--- src/rtl/rca_dispatch_scheduler.sv ---
`default_nettype none
// ============================================================================
//  Module   : rca_dispatch_scheduler
//  Purpose  : Shares NUM_RCAS reconfigurable accelerators behind a single
//             issue/writeback port pair. Each issued op goes to the RCA picked
//             by req_sel. The block tracks that RCA's busy/result state, holds
//             completed results, and round-robins them onto the one writeback
//             port.
//  Revision : 1.0 - initial release
// ----------------------------------------------------------------------------
//  Ports
//    clk         in   1              clock, all state on rising edge
//    rst         in   1              asynchronous active-low reset
//    req_valid   in   1              issue request
//    req_sel     in   SEL_W          target RCA index
//    req_id      in   ID_W           instruction id
//    req_ready   out  1              request accepted this cycle if req_valid
//    rca_start   out  NUM_RCAS       1-cycle start pulse per RCA
//    rca_done    in   NUM_RCAS       1-cycle completion pulse per RCA
//    rca_result  in   NUM_RCAS*XLEN  RCA results, RCA i in [i*XLEN +: XLEN]
//    wb_done     out  1              writeback valid
//    wb_id       out  ID_W           id of written-back op
//    wb_rd       out  XLEN           result data
//    wb_ack      in   1              writeback consumed
//    rca_fault   out  NUM_RCAS       sticky per-RCA timeout flag
// ============================================================================
module rca_dispatch_scheduler #(
    parameter int NUM_RCAS = 3,
    parameter int SEL_W    = 2,
    parameter int ID_W     = 3,
    parameter int XLEN     = 32,
    parameter int TIMEOUT  = 255
) (
    input  logic                     clk,
    input  logic                     rst,
    input  logic                     req_valid,
    input  logic [SEL_W-1:0]         req_sel,
    input  logic [ID_W-1:0]          req_id,
    output logic                     req_ready,
    output logic [NUM_RCAS-1:0]      rca_start,
    input  logic [NUM_RCAS-1:0]      rca_done,
    input  logic [NUM_RCAS*XLEN-1:0] rca_result,
    output logic                     wb_done,
    output logic [ID_W-1:0]          wb_id,
    output logic [XLEN-1:0]          wb_rd,
    input  logic                     wb_ack,
    output logic [NUM_RCAS-1:0]      rca_fault
);

    localparam int               IDX_W          = (NUM_RCAS > 1) ? $clog2(NUM_RCAS) : 1;
    localparam logic [IDX_W-1:0] C_LAST_IDX     = IDX_W'(NUM_RCAS - 1);
    // The slot times out on the edge where its counter would reach TIMEOUT.
    localparam logic [7:0]       C_TIMEOUT_LAST = 8'(TIMEOUT - 1);
    localparam logic [7:0]       C_CNT_MAX      = 8'hFF;

    typedef enum logic [1:0] {
        SLOT_IDLE   = 2'd0,
        SLOT_BUSY   = 2'd1,
        SLOT_RESULT = 2'd2
    } slot_state_t;

    // Per-slot status flattened for the shared request and arbiter logic
    logic [NUM_RCAS-1:0] w_sel_dec;
    logic [NUM_RCAS-1:0] w_is_idle;
    logic [NUM_RCAS-1:0] w_is_busy;
    logic [NUM_RCAS-1:0] w_is_result;
    logic [NUM_RCAS-1:0] w_pending;
    logic [ID_W-1:0]     w_slot_id  [NUM_RCAS];
    logic [XLEN-1:0]     w_slot_res [NUM_RCAS];
    logic [XLEN-1:0]     w_res_in   [NUM_RCAS];

    logic                w_accept;
    logic                w_ack;

    // Writeback register set
    logic                r_wb_done;
    logic [ID_W-1:0]     r_wb_id;
    logic [XLEN-1:0]     r_wb_rd;
    logic [IDX_W-1:0]    r_grant;
    logic [IDX_W-1:0]    r_rr_ptr;

    logic                w_pick_found;
    logic [IDX_W-1:0]    w_pick_idx;
    logic [ID_W-1:0]     w_pick_id;
    logic [XLEN-1:0]     w_pick_rd;

    // ------------------------------------------------------------------------
    // Issue side. An out-of-range req_sel matches no decode bit, so it is never
    // ready. Ready is also held low while reset is asserted. This keeps
    // rca_start quiet during reset even though every slot reads as idle.
    // ------------------------------------------------------------------------
    assign req_ready = rst & (|(w_sel_dec & w_is_idle));
    assign w_accept  = req_valid & req_ready;
    assign rca_start = {NUM_RCAS{w_accept}} & w_sel_dec;
    assign w_ack     = r_wb_done & wb_ack;

    // A done pulse on a busy slot is offered to the arbiter in the same cycle.
    // This saves a cycle of writeback latency. The result is also captured in
    // the slot, so a lost arbitration costs nothing.
    assign w_pending = w_is_result | (w_is_busy & rca_done);

    // ------------------------------------------------------------------------
    // Per-RCA slot
    // ------------------------------------------------------------------------
    for (genvar gi = 0; gi < NUM_RCAS; gi++) begin : g_slot
        slot_state_t      r_state;
        slot_state_t      w_state_next;
        logic [7:0]       r_cnt;
        logic [ID_W-1:0]  r_id;
        logic [XLEN-1:0]  r_res;
        logic             r_fault;
        logic             w_timeout_fire;
        logic             w_ack_hit;

        assign w_sel_dec[gi]   = (req_sel == SEL_W'(gi));
        assign w_res_in[gi]    = rca_result[gi*XLEN +: XLEN];
        assign w_ack_hit       = w_ack && (r_grant == IDX_W'(gi));

        assign w_is_idle[gi]   = (r_state == SLOT_IDLE);
        assign w_is_busy[gi]   = (r_state == SLOT_BUSY);
        assign w_is_result[gi] = (r_state == SLOT_RESULT);
        assign w_slot_id[gi]   = r_id;
        assign w_slot_res[gi]  = r_res;
        assign rca_fault[gi]   = r_fault;

        always_comb begin
            w_state_next   = r_state;
            w_timeout_fire = 1'b0;
            case (r_state)
                SLOT_IDLE: begin
                    if (rca_start[gi]) begin
                        w_state_next = SLOT_BUSY;
                    end
                end
                SLOT_BUSY: begin
                    // A completion arriving on the timeout cycle takes priority
                    if (rca_done[gi]) begin
                        w_state_next = SLOT_RESULT;
                    end else if (r_cnt == C_TIMEOUT_LAST) begin
                        w_state_next   = SLOT_IDLE;
                        w_timeout_fire = 1'b1;
                    end
                end
                SLOT_RESULT: begin
                    if (w_ack_hit) begin
                        w_state_next = SLOT_IDLE;
                    end
                end
                default: begin
                    w_state_next = SLOT_IDLE;
                end
            endcase
        end

        always_ff @(posedge clk or negedge rst) begin
            if (!rst) begin
                r_state <= SLOT_IDLE;
                r_cnt   <= 8'd0;
                r_id    <= '0;
                r_res   <= '0;
                r_fault <= 1'b0;
            end else begin
                r_state <= w_state_next;
                if (rca_start[gi]) begin
                    r_id  <= req_id;
                    r_cnt <= 8'd0;
                end else if ((r_state == SLOT_BUSY) && (r_cnt != C_CNT_MAX)) begin
                    r_cnt <= r_cnt + 8'd1;
                end
                if ((r_state == SLOT_BUSY) && rca_done[gi]) begin
                    r_res <= w_res_in[gi];
                end
                if (w_timeout_fire) begin
                    r_fault <= 1'b1;
                end
            end
        end
    end

    // ------------------------------------------------------------------------
    // Round-robin pick: first pending slot at or after r_rr_ptr, wrapping
    // ------------------------------------------------------------------------
    function automatic logic [IDX_W-1:0] wrap_idx(input logic [IDX_W-1:0] base, input int off);
        int sum;
        sum = int'(base) + off;
        if (sum >= NUM_RCAS) begin
            sum = sum - NUM_RCAS;
        end
        return IDX_W'(sum);
    endfunction

    always_comb begin
        w_pick_found = 1'b0;
        w_pick_idx   = '0;
        for (int k = 0; k < NUM_RCAS; k++) begin
            if (!w_pick_found && w_pending[wrap_idx(r_rr_ptr, k)]) begin
                w_pick_found = 1'b1;
                w_pick_idx   = wrap_idx(r_rr_ptr, k);
            end
        end
    end

    assign w_pick_id = w_slot_id[w_pick_idx];
    assign w_pick_rd = w_is_result[w_pick_idx] ? w_slot_res[w_pick_idx] : w_res_in[w_pick_idx];

    // ------------------------------------------------------------------------
    // Writeback register. A new grant is only taken while wb_done is low.
    // This naturally spaces grants at least two cycles apart.
    // ------------------------------------------------------------------------
    always_ff @(posedge clk or negedge rst) begin
        if (!rst) begin
            r_wb_done <= 1'b0;
            r_wb_id   <= '0;
            r_wb_rd   <= '0;
            r_grant   <= '0;
            r_rr_ptr  <= '0;
        end else if (r_wb_done) begin
            if (wb_ack) begin
                r_wb_done <= 1'b0;
                r_rr_ptr  <= (r_grant == C_LAST_IDX) ? '0 : r_grant + 1'b1;
            end
        end else if (w_pick_found) begin
            r_wb_done <= 1'b1;
            r_grant   <= w_pick_idx;
            r_wb_id   <= w_pick_id;
            r_wb_rd   <= w_pick_rd;
        end
    end

    assign wb_done = r_wb_done;
    assign wb_id   = r_wb_id;
    assign wb_rd   = r_wb_rd;

endmodule
`default_nettype wire

--- config.mk ---
export PLATFORM = sky130hd
export DESIGN_NAME = rca_dispatch_scheduler
export DESIGN_NICKNAME = d
export VERILOG_FILES = /design/src/rtl/rca_dispatch_scheduler.sv
export SDC_FILE = /design/constraint.sdc
export NUM_CORES = 1
export LEC_CHECK = 0
export ABC_AREA = 1
export BUFFER_PORTS_ARGS = -buffer_cell sky130_fd_sc_hd__buf_2
export CORE_ASPECT_RATIO = 1.25
export CORE_UTILIZATION = 50
export DETAILED_ROUTE_END_ITERATION = 8
export PLACE_DENSITY = 0.74
export SLEW_MARGIN = 25
export SYNTH_ARGS = -nofsm -noshare
export SYNTH_HDL_FRONTEND = slang
export SYNTH_SLANG_ARGS = --single-unit
export TNS_END_PERCENT = 50
--- constraint.sdc ---
create_clock -name clk -period 2.29 [get_ports clk]
set_input_delay 0.1145 -clock clk [delete_from_list [all_inputs] [get_ports clk]]
set_output_delay 0.1145 -clock clk [all_outputs]
set_load 0.02 [all_outputs]
==> results of run 1 <==
sequential cells by signal (all words and copies together) (netlist names):
| signal | cells |
|---|---|
| r_rr_ptr | 2 |
| g_slot.r_state | 6 |
| g_slot.r_cnt | 24 |
| wb_rd | 32 |
| g_slot.r_fault | 3 |
| g_slot.r_res | 96 |
| r_grant | 2 |
| g_slot.r_id | 9 |
| wb_id | 3 |
| wb_done | 1 |
area by class of cell:
| cell class | instances | area, µm² | area share (%) |
|---|---|---|---|
| inverter | 157 | 598 | 4.60 |
| sequential | 178 | 4450 | 34.2 |
| tap | 232 | 290 | 2.23 |
| timing repair buffer | 306 | 2540 | 19.5 |
| clock buffer | 22 | 484 | 3.72 |
| multi-input combinational | 912 | 4540 | 34.9 |
| antenna | 1 | 2.50 | 0.0192 |
| clock inverter | 10 | 98.8 | 0.760 |
repair_timing:
| action | in CTS | in global routing |
|---|---|---|
| hold endpoints to repair | 285 | 0 |
| gates cloned | 5 | 6 |
| resized for setup | 40 | 50 |
| hold buffers | 101 | 0 |
| endpoints found under the setup margin | 32 | 32 |
| buffers inserted | 10 | 6 |
| pin swaps | 11 | 19 |
per-stage QoR:
stage	hold WS [ps]	utilization, %	setup TNS, ps	instance area (µm²)	cells
finish	17.2	69.0	-1320	13000	1818
CTS	7.81	67.4	-150	12700	1808
global placement	309	56.9	0	10700	1660
floorplan	-181	-	0	9700	1315
global route	23.1	69.0	-4350	13000	1817
detailed placement	307	56.9	-1670	10700	1660
cells by family (layout without fill, tap and decap cells):
group / after synthesis / in the layout / share of synthesized area, %
AO/OA/AOI/OAI: 111 / 111 / 5.84
XOR/XNOR: 5 / 5 / 0.452
adder cells (fa/ha/maj): 8 / 8 / 1.03
buffers and inverters: 225 / 495 / 9.79
flip-flops: 178 / 178 / 45.9
multiplexers: 32 / 32 / 3.72
other: 0 / 1 / 0
AND/OR/NAND/NOR: 756 / 756 / 33.2
path summary, 6_finish.rpt:
check / start / endpoint / slack [ps]
max in group asynchronous: rst / g_slot[0].r_state[0] / 1350
worst min-delay path: rca_result[26] / g_slot[0].r_res[26] / 20
worst min register to register: g_slot[0].r_res[17] / g_slot[0].r_res[17] / 480
worst max register to register: r_rr_ptr[0] / wb_rd[31] / -120
min in group asynchronous: rst / r_grant[0] / 360
worst max-delay path: r_rr_ptr[0] / wb_rd[31] / -120
critical path: cells and delay by family (launching register included):
family / cells / cell delay (ps)
DFF: 1 / 400
buffers and inverters: 4 / 500
and+or+nand+nor: 13 / 1240
adders and majority gates: 1 / 170
per-layer routing:
metal / track usage (%) / vias up / routed length [µm]
met2: 50.2 / 448 / 14700
met1: 36.3 / 4568 / 11800
met5: 0 / - / 0
li1: - / 4631 / -
met4: 15.1 / 0 / 1090
met3: 4.36 / 86 / 2250
cells in the final DEF (no fill, tap or decap), drive strengths merged:
cell / count
dfrtp: 178
nand2: 543
ha: 8
buf: 199
nand4: 6
dlygate4sd3: 101
diode: 1
nor4: 3
xnor2: 3
or2: 1
a21oi: 20
mux2: 32
xor2: 2
inv: 155
nor2: 30
a221oi: 1
nand3b: 33
o21bai: 3
nand3: 131
clkinvlp: 2
bufinv: 1
nor3: 9
clkbuf: 28
clkinv: 9
o21ai: 87
==> results.ini, run 1 <==
[worst_setup_path]
cp.required_ps = 2610
worstPathArrival_ps = 2730
cp_max_fo = 5
crit_top_cell = nand2_1
critPathLaunchType = flop
crit_path_end_kind = flop
cpPeakStageDelay_ps = 400
ff2ff_path_depth = 18
critPathKind = reg2reg
slowest_stage = dfrtp_1
path_cells = buf_6 > ha_4 > inv_4 > nand3_4 > nand3_2 > nand2_2 > nor2_4 > nand3_4 > nand2_4 > buf_6 > nand2_4 > nand3_4 > nand2_8 > buf_12 > nand2_1 > nand2_1 > nand2_1 > nand2_1

[floorplanning]
die_area_um2 = 20000
die_y_um = 158
die_width_um = 127
num_rows = 56
core_um2 = 18800
ioPinCount = 151
initial_core_util_pct = 51.5

[synthesis]
synth_common_cells = 534 x nand2_1, 178 x dfrtp_1, 149 x inv_1
yosysSeqAreaShare_pct = 45.9
yosys.area.top_type = dfrtp_1
synth.area.top_cells = dfrtp_1 46%, nand2_1 21%, nand3_1 6.6%
syn_area_um2 = 9700
ys_ff_latch = 178
synth_edf_count = 0
synth_top_area_share_pct = 45.9
synth.distinct_cells = 30
avgSynthCellArea_um2 = 7.38
ys_warn_count = 0
yosysMostFrequentCell = nand2_1
synthFlopType = dfrtp_1
postSynthCellCount = 1315
synth_nets = 1431
synthArstFlopShare_pct = 100

[route]
drcViolationCount = 0
vias = 9733
ant_nets = 0
drtIter0Drc = 765
wl_per_cell_um = 16.4
wirelength_mm = 29.8
dr.pass1.iters = 5
via_per_inst = 5.35

[global_route]
grt_pass1_wl_mm = 45.4
overflow = 0
grt_usage_pct = 29.4
grt_max_degree = 123
first_global_vias = 9303
grt_antenna_before_repair = 0

[timing]
worstMarginPinSlew_ps = 732
max_clock_freq_mhz = 415
grt_setup_unrepaired = yes
post-route-period-util_pct = 105
slew_headroom_pct = 51.2
min_period_ps = 2410
setup_viol = 32
final_hold_viol_count = 0
clock_skew_ps = 12.5
finalWorstSetupSlack_ps = -122
maxSlewViolCount = 0

[job]
cap_violations = 0

[clocking]
cts_tree = done
root_buffer = clkbuf_16
numCtsBuffers = 17
htree_levels = 4
clock_latency_ps = 430
cts_num_sinks = 178
clk_path_buf_depth = 2
clk_pin_slew_worst_paths_ps = 60

[finish]
final.fill_count = 1483
drive_above_1_share_pct = 21.2
fin_nets = 1688
synthToLayoutAreaGrowth_pct = 34.1

[outcome]
failed_checks = setup timing
outcome = finished with violations

[placement]
dpl.hpwl_mm = 16.5
gp_congestion = 0.901
place_ws_ps = -133
portBuffers = 150

[hold_path]
whs_path_depth = 3
hold_path.class = in2reg

Power of run 1 is not shown: default switching activity piles up to over one toggle a cycle in this logic, so the estimate is an artifact.
==> run 2, diff against run 1 <==
--- a/config.mk
+++ b/config.mk
@@ -6,11 +6,11 @@
 export NUM_CORES = 1
 export LEC_CHECK = 0
 export ABC_AREA = 1
-export BUFFER_PORTS_ARGS = -buffer_cell sky130_fd_sc_hd__buf_2
 export CORE_ASPECT_RATIO = 1.25
 export CORE_UTILIZATION = 50
 export DETAILED_ROUTE_END_ITERATION = 8
-export PLACE_DENSITY = 0.74
+export DONT_BUFFER_PORTS = 1
+export PLACE_DENSITY = 0.7
 export SLEW_MARGIN = 25
 export SYNTH_ARGS = -nofsm -noshare
 export SYNTH_HDL_FRONTEND = slang
==> constraint.sdc (replaced) <==
create_clock -name clk -period 2.09 [get_ports clk]
set_input_delay 0.1045 -clock clk [delete_from_list [all_inputs] [get_ports clk]]
set_output_delay 0.1045 -clock clk [all_outputs]
set_load 0.02 [all_outputs]
==> results.ini, run 2 (synthesized netlist as in run 1, its figures left out) <==
[global_route]
first_global_vias = 8636  ; -7.2%
grt_antenna_before_repair = 0  ; unchanged
grt_usage_pct = 27.6  ; -1.8 points
grt_pass1_wl_mm = 43.0  ; -5.3%
grt_max_degree = 180  ; +46%
overflow = 0  ; unchanged

[clocking]
clk_pin_slew_worst_paths_ps = 70  ; about the same
clk_path_buf_depth = 2  ; unchanged
cts_tree = done
cts_num_sinks = 178  ; unchanged
root_buffer = clkbuf_16
clock_latency_ps = 430  ; about the same
htree_levels = 4  ; unchanged
numCtsBuffers = 17  ; unchanged

[job]
cap_violations = 0  ; unchanged

[finish]
drive_above_1_share_pct = 13.5  ; -7.7 points
instances_no_fill = 1689  ; -7.1%
largest_reg_flops = 96  ; unchanged
layout_common_cells = 513 x nand2_1, 178 x dfrtp_1, 144 x inv_1, 120 x nand3_1, 105 x dlygate4sd3_1
fin_nets = 1560  ; -7.6%
synthToLayoutAreaGrowth_pct = 26.5
regMostFlops = g_slot.r_res
final_common_cell = nand2_1
antenna_cells = 0  ; -1
fin_util_pct = 65.1  ; -3.9 points
final.fill_count = 1548  ; +4.4%

[timing]
finalWorstSetupSlack_ps = -243  ; -121 ps
max_clock_freq_mhz = 429  ; +3.4%
slew_headroom_pct = 62.9  ; +12 points
setup_viol = 35  ; +9.4%
fin_setup_tns_ps = -7150  ; -5830 ps
final_hold_viol_count = 178  ; +178
post-route-period-util_pct = 112  ; +6.3 points
maxSlewViolCount = 0  ; unchanged
clock_skew_ps = 9.26  ; -3.25 ps
grt_setup_unrepaired = yes
worstMarginPinSlew_ps = 556  ; -176 ps
min_period_ps = 2330  ; -78.7 ps
holdWs_ps = -629  ; -646 ps

[floorplanning]
num_rows = 56  ; unchanged
die_width_um = 127  ; unchanged
die_y_um = 158  ; unchanged
core_um2 = 18800  ; unchanged
die_area_um2 = 20000  ; unchanged
ioPinCount = 151  ; unchanged
initial_core_util_pct = 51.5  ; unchanged

[placement]
dpl.hpwl_mm = 16.8  ; +1.8%
numPlacedInstances = 1538  ; -7.3%
gp_congestion = 0.881  ; -2.1%
portBuffers = 0  ; -100%
place_ws_ps = -281  ; -148 ps

[outcome]
failed_checks = hold timing, setup timing
outcome = finished with violations

[route]
dr.pass1.iters = 5  ; unchanged
ant_nets = 0  ; unchanged
vias = 8962  ; -7.9%
drtIter0Drc = 678  ; -11%
via_per_inst = 5.31  ; -0.89%
wl_per_cell_um = 16.2  ; -1.2%
wirelength_mm = 27.4  ; -8.2%
drcViolationCount = 0  ; unchanged

[worst_setup_path]
critPathKind = reg2reg
crit_path_end_kind = flop
rrSetupSlack_ps = -240  ; -120 ps
cp_max_fo = 8  ; +3
critPathLaunchType = flop
worstPathArrival_ps = 2690  ; -40 ps
cp.required_ps = 2450  ; -160 ps

[hold_path]
hold_path.class = in2async

[run 2: cell types whose count changed in the layout (fill, tap and decap cells not counted), sizes merged]
cell	change
clkinvlp	+2
dlygate4sd3	+4
clkbuf	-4
buf	-130
diode	-1
[run 2: routing by layer]
| metal | track usage, % | up-vias | routed length (µm) | part of all wire, % |
|---|---|---|---|---|
| li1 | - | 4357 | - | - |
| met1 | 33.8 | 4186 | 11400 | 41 |
| met2 | 49.3 | 356 | 13600 | 50 |
| met3 | 5.07 | 63 | 1740 | 6.3 |
| met4 | 8.43 | 0 | 697 | 2.5 |
| met5 | 0 | - | 0 | 0 |
[run 2: layout make-up]
class,instances,area (µm²),share of cell area (%)
Multi-Input combinational cell,912,4500,36.7
Sequential cell,178,4450,36.3
Timing Repair Buffer,178,1840,15.0
Inverter,157,602,4.91
Clock buffer,20,467,3.80
Tap cell,232,290,2.37
Clock inverter,12,108,0.877
[run 2: worst paths after layout]
path                                      from                  end  cells after the start
setup / recovery                   r_rr_ptr[0]            wb_rd[21]                     18
hold / removal                             rst            wb_rd[24]                      0
setup reg to reg                   r_rr_ptr[0]            wb_rd[21]                     18
hold reg to reg            g_slot[0].r_res[11]  g_slot[0].r_res[11]                      2
max in group asynchronous                  rst  g_slot[0].r_res[31]                      0
min in group clk                rca_result[84]            wb_rd[20]                      6
[run 2: through the flow]
step                area (µm²)  hold slack, ps
floorplan                 9700            -191
global placement         10200            -184
detailed placement       10200            -184
CTS                      11900            -643
global route             12300            -652
finish                   12300            -629
[run 2: timing repair]
| item | in CTS | in global routing |
|---|---|---|
| resized for setup | 19 | 51 |
| hold endpoints to repair | 321 | 179 |
| gates cloned | 2 | 5 |
| hold buffers | 104 | 1 |
| setup buffers | 2 | 5 |
| pin swaps | 2 | 12 |
| endpoints found under the setup margin | 39 | 43 |
[run 2: critical path, cell delays in order (launching register included)]
cell	delay, ps
dfrtp_1	390
buf_4	150
ha_4	170
inv_4	90
buf_4	110
nand2_1	40
nand2_1	60
nand2_2	90
nand2_2	90
nand2_2	60
nand2_4	100
nand2_4	90
nand3b_1	270
nand2_8	190
buf_8	160
nand2_1	60
nand2_1	50
nand2_1	50
nand2_1	70
Power of run 2 is left out for the same reason.
==> run 3, diff against run 2 <==
--- a/config.mk
+++ b/config.mk
@@ -7,10 +7,12 @@
 export LEC_CHECK = 0
 export ABC_AREA = 1
 export CORE_ASPECT_RATIO = 1.25
+export CORE_MARGIN = 10
 export CORE_UTILIZATION = 50
 export DETAILED_ROUTE_END_ITERATION = 8
 export DONT_BUFFER_PORTS = 1
 export PLACE_DENSITY = 0.7
+export REMOVE_ABC_BUFFERS = 1
 export SLEW_MARGIN = 25
 export SYNTH_ARGS = -nofsm -noshare
 export SYNTH_HDL_FRONTEND = slang
==> results.ini, run 3 (synthesized netlist as in run 1, its figures left out) <==
[timing]
clock_skew_ps = 10.0  ; +0.759 ps
post-route-period-util_pct = 117  ; +5.5 points
min_period_ps = 2450  ; +115 ps
final_hold_viol_count = 178  ; unchanged
finalWorstSetupSlack_ps = -358  ; -115 ps
worstMarginPinSlew_ps = 580  ; +23.7 ps
maxSlewViolCount = 0  ; unchanged
setup_viol = 33  ; -5.7%
holdWs_ps = -629  ; +0.0370 ps
slew_headroom_pct = 61.4  ; -1.6 points
max_clock_freq_mhz = 409  ; -4.7%
grt_setup_unrepaired = yes

[finish]
largest_reg_flops = 96  ; unchanged
fin_nets = 1555  ; -0.32%
regMostFlops = g_slot.r_res
final_common_cell = nand2_1
final.fill_count = 1575  ; +1.7%
seqCellArea_um2 = 4450  ; unchanged
multi_input_area_um2 = 4480  ; -0.56%
synthToLayoutAreaGrowth_pct = 27.1
layout_common_cells = 515 x nand2_1, 178 x dfrtp_1, 143 x inv_1, 118 x nand3_1, 103 x dlygate4sd3_1
drive_above_1_share_pct = 13.3  ; -0.16 points

[floorplanning]
die_y_um = 176  ; +11%
core_um2 = 18900  ; +0.37%
ioPinCount = 151  ; unchanged
initial_core_util_pct = 51.3  ; -0.19 points
num_rows = 56  ; unchanged
die_area_um2 = 25400  ; +27%
die_width_um = 145  ; +14%

[worst_setup_path]
path_depth = 17  ; -1
crit_top_cell = nand2_1
worstPathArrival_ps = 2820  ; +130 ps
slowest_stage = dfrtp_1
critPathKind = reg2reg
cp.required_ps = 2460  ; about the same
cpPeakStageDelay_ps = 410  ; +20 ps
ff2ff_path_depth = 17  ; -1
cp_max_fo = 6  ; -2
r2r-end = wb_rd[20]
endpoint = wb_rd[20]
rrSetupSlack_ps = -360  ; -110 ps
critPathLaunchType = flop
r2r-start = r_rr_ptr[0]
crit_start = r_rr_ptr[0]
crit_family = simple AND/OR/NAND/NOR gates
crit_path_end_kind = flop
worst-path-buf-inv = 3  ; -1
path_cells = inv_2 > ha_4 > nand3_1 > nand3_2 > nand2_4 > nand2_2 > nand2_2 > nand2_4 > nand2_8 > buf_8 > nand3b_1 > nand2_4 > clkbuf_16 > nand2_1 > nand2_1 > nand2_1 > nand2_1

[outcome]
outcome = finished with violations
failed_checks = hold timing, setup timing

[route]
via_per_inst = 5.29  ; -0.21%
ant_nets = 0  ; unchanged
drtIter0Drc = 681  ; +0.44%
wl_per_cell_um = 16.7  ; +3.2%
drcViolationCount = 0  ; unchanged
wirelength_mm = 28.2  ; +3.1%
dr.pass1.iters = 5  ; unchanged
vias = 8927  ; -0.39%

[clocking]
htree_levels = 4  ; unchanged
cts_tree = done
cts_num_sinks = 178  ; unchanged
clock_latency_ps = 430  ; about the same
clk_path_buf_depth = 2  ; unchanged
numCtsBuffers = 17  ; unchanged
clk_pin_slew_worst_paths_ps = 70  ; about the same
root_buffer = clkbuf_16
cts_hold_buffers = 103  ; -0.96%

[placement]
gp_congestion = 0.853  ; -3.2%
dpl.hpwl_mm = 17.0  ; +1.5%
portBuffers = 0  ; unchanged

[global_route]
grt_antenna_before_repair = 2  ; +2
first_global_vias = 8855  ; +2.5%
grt_max_degree = 180  ; unchanged
grt_pass1_wl_mm = 44.5  ; +3.5%
overflow = 0  ; unchanged
grt_usage_pct = 21.7  ; -5.8 points

[hold_path]
hold_path.class = in2async

[job]
cap_violations = 0  ; unchanged

[run 3: cell types whose count changed in the layout (fill, tap and decap cells not counted), moves of 3 or more]
cell,previous run,this run
clkinvlp_4,4,1
inv_6,1,4
buf_12,8,18
buf_4,48,41
buf_6,10,3
[run 3: final cells by class]
| class | count | share of cell area (%) |
|---|---|---|
| clock inverter | 12 | 0.873 |
| inverter | 157 | 4.94 |
| multi-input combinational | 912 | 36.3 |
| clock buffer | 20 | 3.71 |
| tap | 232 | 2.36 |
| sequential | 178 | 36.1 |
| antenna | 2 | 0.0406 |
| timing repair buffer | 173 | 15.6 |
[run 3: how the worst min path moves through the flow]
| stage | slack, ps | end | cells after the start | from |
|---|---|---|---|---|
| after global placement | -180 | g_slot[0].r_cnt[6] | 0 | rst |
| after detailed placement | -180 | g_slot[0].r_cnt[6] | 0 | rst |
| after floorplan | -190 | g_slot[0].r_cnt[0] | 0 | rst |
| after CTS | -650 | g_slot[0].r_cnt[6] | 0 | rst |
| final | -630 | g_slot[0].r_cnt[6] | 0 | rst |
| after global routing | -650 | g_slot[0].r_cnt[6] | 0 | rst |
[run 3: repair_timing]
item                                    4_1_cts  5_1_grt
resized for setup                            27       37
pin swaps                                     8       24
endpoints found under the setup margin       37       40
gates cloned                                  3        4
endpoints found under the hold margin       322      178
buffers inserted                             11        1
[run 3: worst register-to-register path, cell delays in order (launching register included)]
cell and delay, ps:
dfrtp_1 410, inv_2 70, ha_4 290, nand3_1 110
nand3_2 110, nand2_4 80, nand2_2 80, nand2_2 70
nand2_4 120, nand2_8 70, buf_8 130, nand3b_1 200
nand2_4 220, clkbuf_16 190, nand2_1 50, nand2_1 50
nand2_1 70, nand2_1 70
[run 3: metrics by stage]
step	util (%)	cells	worst slack (ps)	instance area (µm²)	TNS [ps]
after floorplan	-	1247	-2670	9340	-96030
after global placement	54.0	1530	-157	10200	-4370
after detailed placement	54.0	1530	-228	10200	-6880
after CTS	63.9	1679	-215	12100	-6090
after global routing	65.1	1686	-498	12300	-15640
final	65.1	1686	-358	12300	-10550
[run 3: routing by layer]
layer	wire (µm)	track usage, %
met1	11200	25.7
met2	14200	36.5
met3	1980	5.67
met4	749	8.48
met5	0	0
Power of run 3 is left out for the same reason.
